===== src/rtl/secded_pkg.sv =====
// Shared types and elaboration-time helpers for the SECDED stream decoder.
package secded_pkg;

   typedef enum logic [1:0] {
      ERR_NONE   = 2'd0,
      ERR_CORR   = 2'd1,
      ERR_UNCORR = 2'd2
   } err_type_e;

   // Smallest r with 2^r >= data_w + r + 1.
   function automatic int par_w(input int data_w);
      int r;
      r = 1;
      while ((1 << r) < data_w + r + 1) r++;
      return r;
   endfunction

   function automatic logic is_pow2(input int idx);
      return (idx > 0) && ((idx & (idx - 1)) == 0);
   endfunction

endpackage


===== src/rtl/secded_syndrome.sv =====
// Combinational Hamming syndrome and overall parity of one received code word.
module secded_syndrome
   import secded_pkg::*;
#(
   parameter  int DATA_W = 4,
   localparam int PAR_W  = par_w(DATA_W),
   localparam int CW     = DATA_W + PAR_W + 1
) (
   input  logic [CW-1:0]    code_in,
   output logic [PAR_W-1:0] s,
   output logic             p
);

   // Bit 0 is the overall parity bit and never contributes to the syndrome.
   always_comb begin
      s = '0;
      p = ^code_in;
      for (int i = 1; i < CW; i++) begin
         if (code_in[i]) s = s ^ PAR_W'(i);
      end
   end

endmodule


===== src/rtl/secded_stream_dec.sv =====
// Two-stage valid/ready SECDED decoder with saturating corrected/uncorrectable counters.
module secded_stream_dec
   import secded_pkg::*;
#(
   parameter  int DATA_W = 4,
   parameter  int CNT_W  = 16,
   localparam int PAR_W  = par_w(DATA_W),
   localparam int CW     = DATA_W + PAR_W + 1,
   localparam int POS_W  = $clog2(CW)
) (
   input  logic              clk,
   input  logic              rst,
   input  logic              in_valid,
   output logic              in_ready,
   input  logic [CW-1:0]     code_in,
   output logic              out_valid,
   input  logic              out_ready,
   output logic [DATA_W-1:0] data_out,
   output logic [1:0]        err_type,
   output logic [POS_W-1:0]  err_pos,
   input  logic              clr_cnt,
   output logic [CNT_W-1:0]  corr_cnt,
   output logic [CNT_W-1:0]  uncorr_cnt
);

   logic [PAR_W-1:0]  syn_p0;
   logic              par_p0;

   logic              vld_p1_q;
   logic [CW-1:0]     code_p1_q;
   logic [PAR_W-1:0]  syn_p1_q;
   logic              par_p1_q;

   logic [CW-1:0]     fix_p1;
   logic [DATA_W-1:0] data_p2_d, data_p2_q;
   err_type_e         err_p2_d, err_p2_q;
   logic [POS_W-1:0]  pos_p2_d, pos_p2_q;
   logic              vld_p2_q;

   logic [CNT_W-1:0]  corr_q, uncorr_q;
   logic              s1_adv, s2_adv;

   // Payload bits sit at the non-power-of-two positions, lowest index first.
   function automatic logic [DATA_W-1:0] extract(input logic [CW-1:0] code);
      logic [DATA_W-1:0] d;
      int k;
      d = '0;
      k = 0;
      for (int i = 1; i < CW; i++) begin
         if (!is_pow2(i)) begin
            d[k] = code[i];
            k++;
         end
      end
      return d;
   endfunction

   function automatic logic [CNT_W-1:0] sat_inc(input logic [CNT_W-1:0] c);
      return (&c) ? c : c + CNT_W'(1);
   endfunction

   assign s2_adv   = !vld_p2_q || out_ready;
   assign s1_adv   = vld_p1_q && s2_adv;
   assign in_ready = !vld_p1_q || s1_adv;

   // ---- stage 0 -> 1: syndrome and parity of the incoming word
   secded_syndrome #(.DATA_W(DATA_W)) u_syn (
      .code_in (code_in),
      .s       (syn_p0),
      .p       (par_p0)
   );

   always_ff @(posedge clk) begin
      if (rst) begin
         vld_p1_q <= 1'b0;
      end else if (in_ready) begin
         vld_p1_q <= in_valid;
      end
      if (in_ready && in_valid) begin
         code_p1_q <= code_in;
         syn_p1_q  <= syn_p0;
         par_p1_q  <= par_p0;
      end
   end

   // ---- stage 1 -> 2: classify and correct
   always_comb begin
      fix_p1   = code_p1_q;
      err_p2_d = ERR_NONE;
      pos_p2_d = '0;
      if (par_p1_q) begin
         if (int'(syn_p1_q) < CW) begin
            err_p2_d         = ERR_CORR;
            pos_p2_d         = POS_W'(syn_p1_q);
            fix_p1[syn_p1_q] = !code_p1_q[syn_p1_q];
         end else begin
            err_p2_d = ERR_UNCORR;
         end
      end else if (syn_p1_q != '0) begin
         err_p2_d = ERR_UNCORR;
      end
      data_p2_d = extract(fix_p1);
   end

   always_ff @(posedge clk) begin
      if (rst) begin
         vld_p2_q  <= 1'b0;
         data_p2_q <= '0;
         err_p2_q  <= ERR_NONE;
         pos_p2_q  <= '0;
      end else if (s2_adv) begin
         vld_p2_q <= vld_p1_q;
         if (vld_p1_q) begin
            data_p2_q <= data_p2_d;
            err_p2_q  <= err_p2_d;
            pos_p2_q  <= pos_p2_d;
         end
      end
   end

   // ---- output handshake: error counters
   always_ff @(posedge clk) begin
      if (rst || clr_cnt) begin
         corr_q   <= '0;
         uncorr_q <= '0;
      end else if (vld_p2_q && out_ready) begin
         if (err_p2_q == ERR_CORR)   corr_q   <= sat_inc(corr_q);
         if (err_p2_q == ERR_UNCORR) uncorr_q <= sat_inc(uncorr_q);
      end
   end

   assign out_valid  = vld_p2_q;
   assign data_out   = data_p2_q;
   assign err_type   = err_p2_q;
   assign err_pos    = pos_p2_q;
   assign corr_cnt   = corr_q;
   assign uncorr_cnt = uncorr_q;

endmodule


===== config.mk =====
export PLATFORM = sky130hd
export DESIGN_NAME = secded_stream_dec
export DESIGN_NICKNAME = d
export VERILOG_FILES = /design/src/rtl/secded_pkg.sv /design/src/rtl/secded_syndrome.sv /design/src/rtl/secded_stream_dec.sv
export SDC_FILE = /design/constraint.sdc
export NUM_CORES = 1
export LEC_CHECK = 0
export ABC_AREA = 1
export CELL_PAD_IN_SITES_DETAIL_PLACEMENT = 1
export CELL_PAD_IN_SITES_GLOBAL_PLACEMENT = 2
export CORE_MARGIN = 1
export CORE_UTILIZATION = 26
export CTS_CLUSTER_SIZE = 24
export DETAILED_ROUTE_END_ITERATION = 8
export PLACE_DENSITY_LB_ADDON = 0.2
export SLEW_MARGIN = 20
export SYNTH_ARGS = -nofsm -noshare
export SYNTH_HDL_FRONTEND = slang
export SYNTH_HIERARCHICAL = 1
export SYNTH_SLANG_ARGS = --single-unit

===== constraint.sdc =====
create_clock -name clk -period 1.5 [get_ports clk]
set_clock_uncertainty 0.1 [all_clocks]
set_input_delay 0.15 -clock clk [delete_from_list [all_inputs] [get_ports clk]]
set_output_delay 0.15 -clock clk [all_outputs]
set_load 0.02 [all_outputs]

==> impl_results.md, run 1 <==
* Hold-critical path depth at 2
* IO Count at 56
* WHS Endpoint: data_out[3]$_SDFFE_PP0P_
* Power per standard cell area at approximately 710 nW/µm²
* Die area at 12570 µm²
* Avg Cell Area, Syn at roughly 6.7 µm²
* Core area at 11610 µm²
* Hold-fix buffers, CTS at 0
* Commonest non-fill, non-tap cell in the layout: nand2_1
* Global-route wire length before repair at 16010 µm
* Final core occ at 0.4050
* DRC violations left at 3
* Area occupied by multi-input gates at 1861 µm²
* Synth Net Count at 483
* Synth Instances at 468
* Final min period at 1.502 ns
* Via count at 3312
* Routed vias/inst at 4.531
* # port buffers at 55
* Tcrit/Tclk final at 1.001
* Status: complete, but fails checks
* Clock sink count at 55
* Clock latency on the worst-skew pair at roughly 0.3 ns
* Die H at 112.1 µm
* Commonest cells after routing, fill and taps aside: 160 x nand2_1, 58 x buf_4, 55 x nor2_1
* Final wirelength at 9396 µm
* Worst r2r dst: corr_cnt[15]$_SDFFE_PP0P_
* Worst r2r src: corr_cnt[1]$_SDFFE_PP0P_
* Finished Cell Area at 4703 µm²
* Placement Cell Area at 4368 µm²
* Die X at between 100 and 150 µm
* Hold Path Origin: data_out[3]$_SDFFE_PP0P_
* Tot Pwr at 3.324 mW
* Layout cells sized above 1 at 0.2687
* Maxcap violations at 0
* Dpl hpwl at 7274 µm
* Largest net degree at the start of global routing at 25
* Tightest Pin Transition at 0.2970 ns
* Sequential share of the synthesized area at 0.3875
* RSZ-0062 raised after global routing: yes
* Filler cell count at about 1500
* Root Buffer Master: clkbuf_16
* Initial antenna violation count at 0
* Row count at 39
* GRT Resource Usage Total at 0.1572
* Ys Warns at 6
* Number of global-route vias before repair at around 3400
* IR drop worst, VDD at around 0.44 mV
* Setup ws final at -0.001962 ns
* Relative slew slack at 0.8015
* Critical Path AT at 1.64 ns
* ANT cells at 0
* Initial DRC Count at 110
* Final setup fails at 1
* Initial core utilization at 0.2714
* Hold WC Path Type: flip-flop to flip-flop
* Register area at 1265 µm²
* Area Growth Syn to Fin at 49.23%
* R2r setup slk at -0.002 ns
* Dpl ws at -0.2457 ns
* #FFs+latches synth at 55
* Leakage at 2.103 nW
* Failing checks: design-rule violations, negative setup slack
* TritonCTS clock tree: built
* CTS clock-pin slew for the worst setup and hold paths at 0.07 ns
* Gpl congestion at 0.7349
* Setup total negative slack at -0.001962 ns
* Htree depth at 2
* Synth Cell Area at around 3200 µm²
* CP Class: flip-flop to flip-flop
* Final hold vios at 0
* CP Launch Type: flip-flop
* Achievable Freq at 0.6658 GHz
* 1st-pass router iterations at 8
* Required @ worst endpoint at 1.63 ns
* Routed Antenna Nets at 0
* Pins Over Slew Limit at 0
* CP max FO at 6
* Inserted Clock Buffers at 5
* R2r worst-path depth at 8
* Total gr overflow at 0
* Post-synth cell types at 31
* CP endpoint kind: flip-flop
* Clock Tree Buf Depth at 2
* Final net count at 602
* Post-DR wirelength/cell at 12.85 µm
how the worst max path moves through the flow:
stage / start / to / cells past startpoint
6_report: corr_cnt[1]$_SDFFE_PP0P_ / corr_cnt[15]$_SDFFE_PP0P_ / 8
5_1_grt: corr_cnt[1]$_SDFFE_PP0P_ / corr_cnt[13]$_SDFFE_PP0P_ / 8
4_1_cts: out_valid$_SDFFE_PP0P_ / corr_cnt[3]$_SDFFE_PP0P_ / 7
3_5_place_dp: out_ready / in_ready / 4
3_3_place_gp: out_ready / in_ready / 4
2_1_floorplan: corr_cnt[0]$_SDFFE_PP0P_ / corr_cnt[7]$_SDFFE_PP0P_ / 9
worst max-delay path, stage by stage, from the launching register on:
cell and delay [ns]:
dfxtp_4 0.36, ha_4 0.16, nand3_4 0.08, nor3_4 0.18, nand2_2 0.09, nand2_4 0.14
buf_6 0.15, nand2_2 0.05, a21oi_2 0.11
sequential cells by signal (all words and copies together), names as in the netlist:
signal / flops
code_p1_q: 8
corr_cnt: 16
data_out: 4
err_pos: 3
err_type: 2
out_valid: 1
par_p1_q: 1
syn_p1_q: 3
uncorr_cnt: 16
vld_p1_q: 1
through the flow:
stage	std cells	hold WS, ns
floorplan	468	0.1285
global placement	719	0.3548
detailed placement	719	0.3577
CTS	727	0.3657
global route	731	0.3947
finish	731	0.3657
synth_stat cells (all sizes together):
master | count | area [µm²]
nor2 | 67 | 284.0
nand4 | 12 | 90.09
nand3b | 2 | 15.01
clkbuf | 3 | 11.26
a21oi | 30 | 180.2
xor2 | 5 | 43.79
nand3 | 37 | 185.2
xnor2 | 9 | 78.83
a22oi | 1 | 7.510
inv | 45 | 168.9
nand2 | 182 | 705.7
a211oi | 2 | 15.01
buf | 6 | 53.79
nor3 | 4 | 36.29
edfxtp | 12 | 360.4
ha | 2 | 25.02
dfxtp | 43 | 860.8
o21ai | 6 | 30.03
kinds of logic after synthesis:
family	after synthesis	synth area share
simple gates	304	0.4176
flops	55	0.3875
buf+inv	54	0.07423
compound gates	39	0.07384
xor+xnor	14	0.03891
fa+ha+maj	2	0.007938
per-layer routing:
metal  part of all wire  wire (µm)  GRT usage  vias up
met5                  0          0          0        -
met4             0.0077         72    0.03733        0
met3              0.024        224    0.02646        5
met2               0.50       4689     0.2770       38
met1               0.47       4409     0.1999     1546
li1                   -          -          -     1723
power by group:
part	switching, mW	internal (mW)	leakage [nW]
combinational	0.203	0.147	1.54
clock	0.562	0.833	0.0868
sequential	0.0313	1.55	0.479
total	0.796	2.53	2.10
final cells by class:
cell class	count	area share
Clock buffer	6	0.02953
Clock inverter	2	0.007449
Inverter	45	0.03751
Multi-Input combinational cell	359	0.3956
Sequential cell	55	0.2690
Tap cell	143	0.03804
Timing Repair Buffer	121	0.2229
timing repair:
item                                    CTS  global route
gates resized for setup                  48            53
endpoints found under the setup margin   62            40
buffers inserted                          0             5
pin swaps                                 4            12
(Power assumes the default switching activity.)
==> run 2, diff against run 1 <==
--- a/config.mk
+++ b/config.mk
@@ -12,9 +12,11 @@
 export CORE_UTILIZATION = 26
 export CTS_CLUSTER_SIZE = 24
 export DETAILED_ROUTE_END_ITERATION = 8
+export GPL_TIMING_DRIVEN = 0
 export PLACE_DENSITY_LB_ADDON = 0.2
 export SLEW_MARGIN = 20
 export SYNTH_ARGS = -nofsm -noshare
 export SYNTH_HDL_FRONTEND = slang
 export SYNTH_HIERARCHICAL = 1
 export SYNTH_SLANG_ARGS = --single-unit
+export TNS_END_PERCENT = 5
==> constraint.sdc (replaced) <==
create_clock -name clk -period 1.3 [get_ports clk]
set_clock_uncertainty 0.1 [all_clocks]
set_input_delay 0.13 -clock clk [delete_from_list [all_inputs] [get_ports clk]]
set_output_delay 0.13 -clock clk [all_outputs]
set_load 0.02 [all_outputs]
==> run 2 against run 1 <==
  * The run still ends with design-rule violations, negative setup slack left
  * Fmax shrank 0.47%
  * Global-route usage about the same
  * Final cell count shrank 6.6%
  * Via count down 4.2%
  * Wire length is 2.0% lower
  * Utilization shrank 3.2 points
  * Flip-flop and latch count did not move
  * Critical path type unchanged
  * Worst hold slack got worse by 0.29 ns
  * Worst setup slack worse by 0.21 ns
  * Largest power group unchanged
  * Combinational power up 4%
==> impl_results.md, run 2 (synthesis gave the netlist of run 1 again) <==
* Die X at 112.1 µm (unchanged)
* Setup ws final at -0.2091 ns (-0.2072 ns)
* Hold slack at 0.07604 ns (-0.2897 ns)
* Routed vias/inst at 4.647 (+2.6%)
* Area Growth Syn to Fin at 37.40%
* CP endpoint kind: flip-flop
* Layout cells sized above 1 at 0.2333 (-0.03537)
* Clock Tree Buf Depth at 2 (unchanged)
* CP max FO at 10 (+4)
* GRT Resource Usage Total at 0.1569 (-0.0003293)
* ANT cells at 0 (unchanged)
* Tightest Pin Transition at 0.4450 ns (+0.1480 ns)
* Leakage at 1.753 nW (-17%)
* Hold WC Path Type: primary input to flip-flop
* Initial antenna violation count at 0 (unchanged)
* Final hold vios at 0 (unchanged)
* Die area at 12570 µm² (unchanged)
* Clock sink count at 55 (unchanged)
* Commonest cells after routing, fill and taps aside: 165 x nand2_1, 53 x nor2_1, 36 x inv_1
* Filler cell count at 1465 (-0.61%)
* Maxcap violations at 0 (unchanged)
* Routed Antenna Nets at 0 (unchanged)
* RSZ-0062 raised after global routing: yes
* Relative slew slack at 0.7034 (-0.09817)
* Final net count at 554 (-8.0%)
* Root Buffer Master: clkbuf_16
* Initial core utilization at 0.2714 (unchanged)
* # port buffers at 55 (unchanged)
* CP Class: flip-flop to flip-flop
* Gpl congestion at 0.7500 (+2.1%)
* DRC violations left at 3 (unchanged)
* Commonest non-fill, non-tap cell in the layout: nand2_1
* Post-DR wirelength/cell at 13.48 µm (+4.9%)
* Total gr overflow at 0 (unchanged)
* Htree depth at 2 (unchanged)
* Critical Path AT at 1.60 ns (-0.04 ns)
* Required @ worst endpoint at 1.39 ns (-0.24 ns)
* CP Launch Type: flip-flop
* CTS clock-pin slew for the worst setup and hold paths at 0.08 ns (about the same)
* Row count at 39 (unchanged)
* Clock latency on the worst-skew pair at 0.30 ns (about the same)
* Power per standard cell area at 872.2 nW/µm² (+23%)
* Final min period at 1.509 ns (+0.007165 ns)
* Tcrit/Tclk final at 1.161 (+0.1596)
* IO Count at 56 (unchanged)
* Inserted Clock Buffers at 5 (unchanged)
* Core area at 11610 µm² (unchanged)
* Final setup fails at 38 (+37)
* Largest net degree at the start of global routing at 18 (-28%)
* Via count at 3174 (-4.2%)
* Failing checks: design-rule violations, negative setup slack
* Number of global-route vias before repair at 3176 (-7.4%)
* Dpl hpwl at 7008 µm (-3.7%)
* Achievable Freq at 0.6626 GHz (-0.47%)
* IR drop worst, VDD at 0.4088 mV (-7.9%)
* Initial DRC Count at 67 (-39%)
* Pins Over Slew Limit at 0 (unchanged)
* Global-route wire length before repair at 15750 µm (-1.6%)
* TritonCTS clock tree: built
* 1st-pass router iterations at 6 (-2)
* Tot Pwr at 3.777 mW (+14%)
* Status: complete, but fails checks
* Final wirelength at 9209 µm (-2.0%)
* Die H at 112.1 µm (unchanged)
==> run 2: cell count changes in the layout (fill, tap and decap cells not counted), moves of 3 or more <==
cell,previous run,this run
buf_4,58,12
buf_6,6,1
clkbuf_2,0,4
clkdlybuf4s15_1,1,7
clkdlybuf4s50_1,12,9
dfxtp_1,20,10
dfxtp_2,17,21
dfxtp_4,6,12
dlygate4sd2_1,40,30
inv_1,41,36
inv_2,2,6
nand2_1,160,165
nand2_4,6,2
nor2_4,4,7
==> run 2: final cells by class <==
cell class,count,area [µm²],share of cell area
clock inverters,3,43.79,0.01011
clock buffers,5,125.1,0.02889
well taps,143,178.9,0.04132
multi-input cells,359,1849,0.4270
inverters,45,177.7,0.04103
plain buffers,9,90.09,0.02080
flip-flops and latches,55,1292,0.2985
repair buffers,64,573.1,0.1323
==> run 2: per-stage QoR <==
stage	TNS (ns)	instances	setup slack, ns	cell area [µm²]	util
2_1_floorplan	-8.484	468	-0.2558	3196	-
3_3_place_gp	-31.31	666	-0.9355	3925	0.3380
3_5_place_dp	-32.35	666	-0.9312	3925	0.3380
4_1_cts	-5.549	682	-0.2232	4248	0.3658
5_1_grt	-8.915	683	-0.3275	4330	0.3729
6_report	-4.593	683	-0.2091	4330	0.3729
==> run 2: timing repair <==
item | 4_1_cts | 5_1_grt
buffers inserted | 8 | 1
pin swaps | 10 | 0
endpoints found under the hold margin | 0 | 0
setup endpoints to repair | 96 | 70
gates resized for setup | 106 | 42
hold buffers | 0 | 0
==> run 2: per-layer routing <==
| metal | track usage | part of all wire | wire length [µm] |
|---|---|---|---|
| met1 | 0.1966 | 0.47 | 4320 |
| met2 | 0.2766 | 0.49 | 4548 |
| met3 | 0.02592 | 0.025 | 234 |
| met4 | 0.04533 | 0.011 | 105 |
| met5 | 0 | 0 | 0 |
==> run 2: path summary, 6_finish.rpt <==
kind | end | start | cells past startpoint | slack, ns
worst min register to register | data_out[0]$_SDFFE_PP0P_ | data_out[0]$_SDFFE_PP0P_ | 2 | 0.37
worst min-delay path | code_p1_q[1]$_DFFE_PP_ | code_in[1] | 1 | 0.08
worst max-delay path | corr_cnt[7]$_SDFFE_PP0P_ | corr_cnt[1]$_SDFFE_PP0P_ | 9 | -0.21
worst max register to register | corr_cnt[7]$_SDFFE_PP0P_ | corr_cnt[1]$_SDFFE_PP0P_ | 9 | -0.21
==> run 2: critical path: stages, from the launching register on <==
cell	delay, ns
dfxtp_4	0.38
ha_4	0.16
nand3_4	0.08
nor3_4	0.16
nand2_2	0.09
nand2_4	0.10
inv_4	0.06
buf_12	0.14
nand2_1	0.08
a21oi_2	0.05
==> run 2: where the power goes <==
part           internal (mW)  switching, mW
clock                  0.912          0.683
combinational          0.135          0.228
sequential              1.78         0.0433
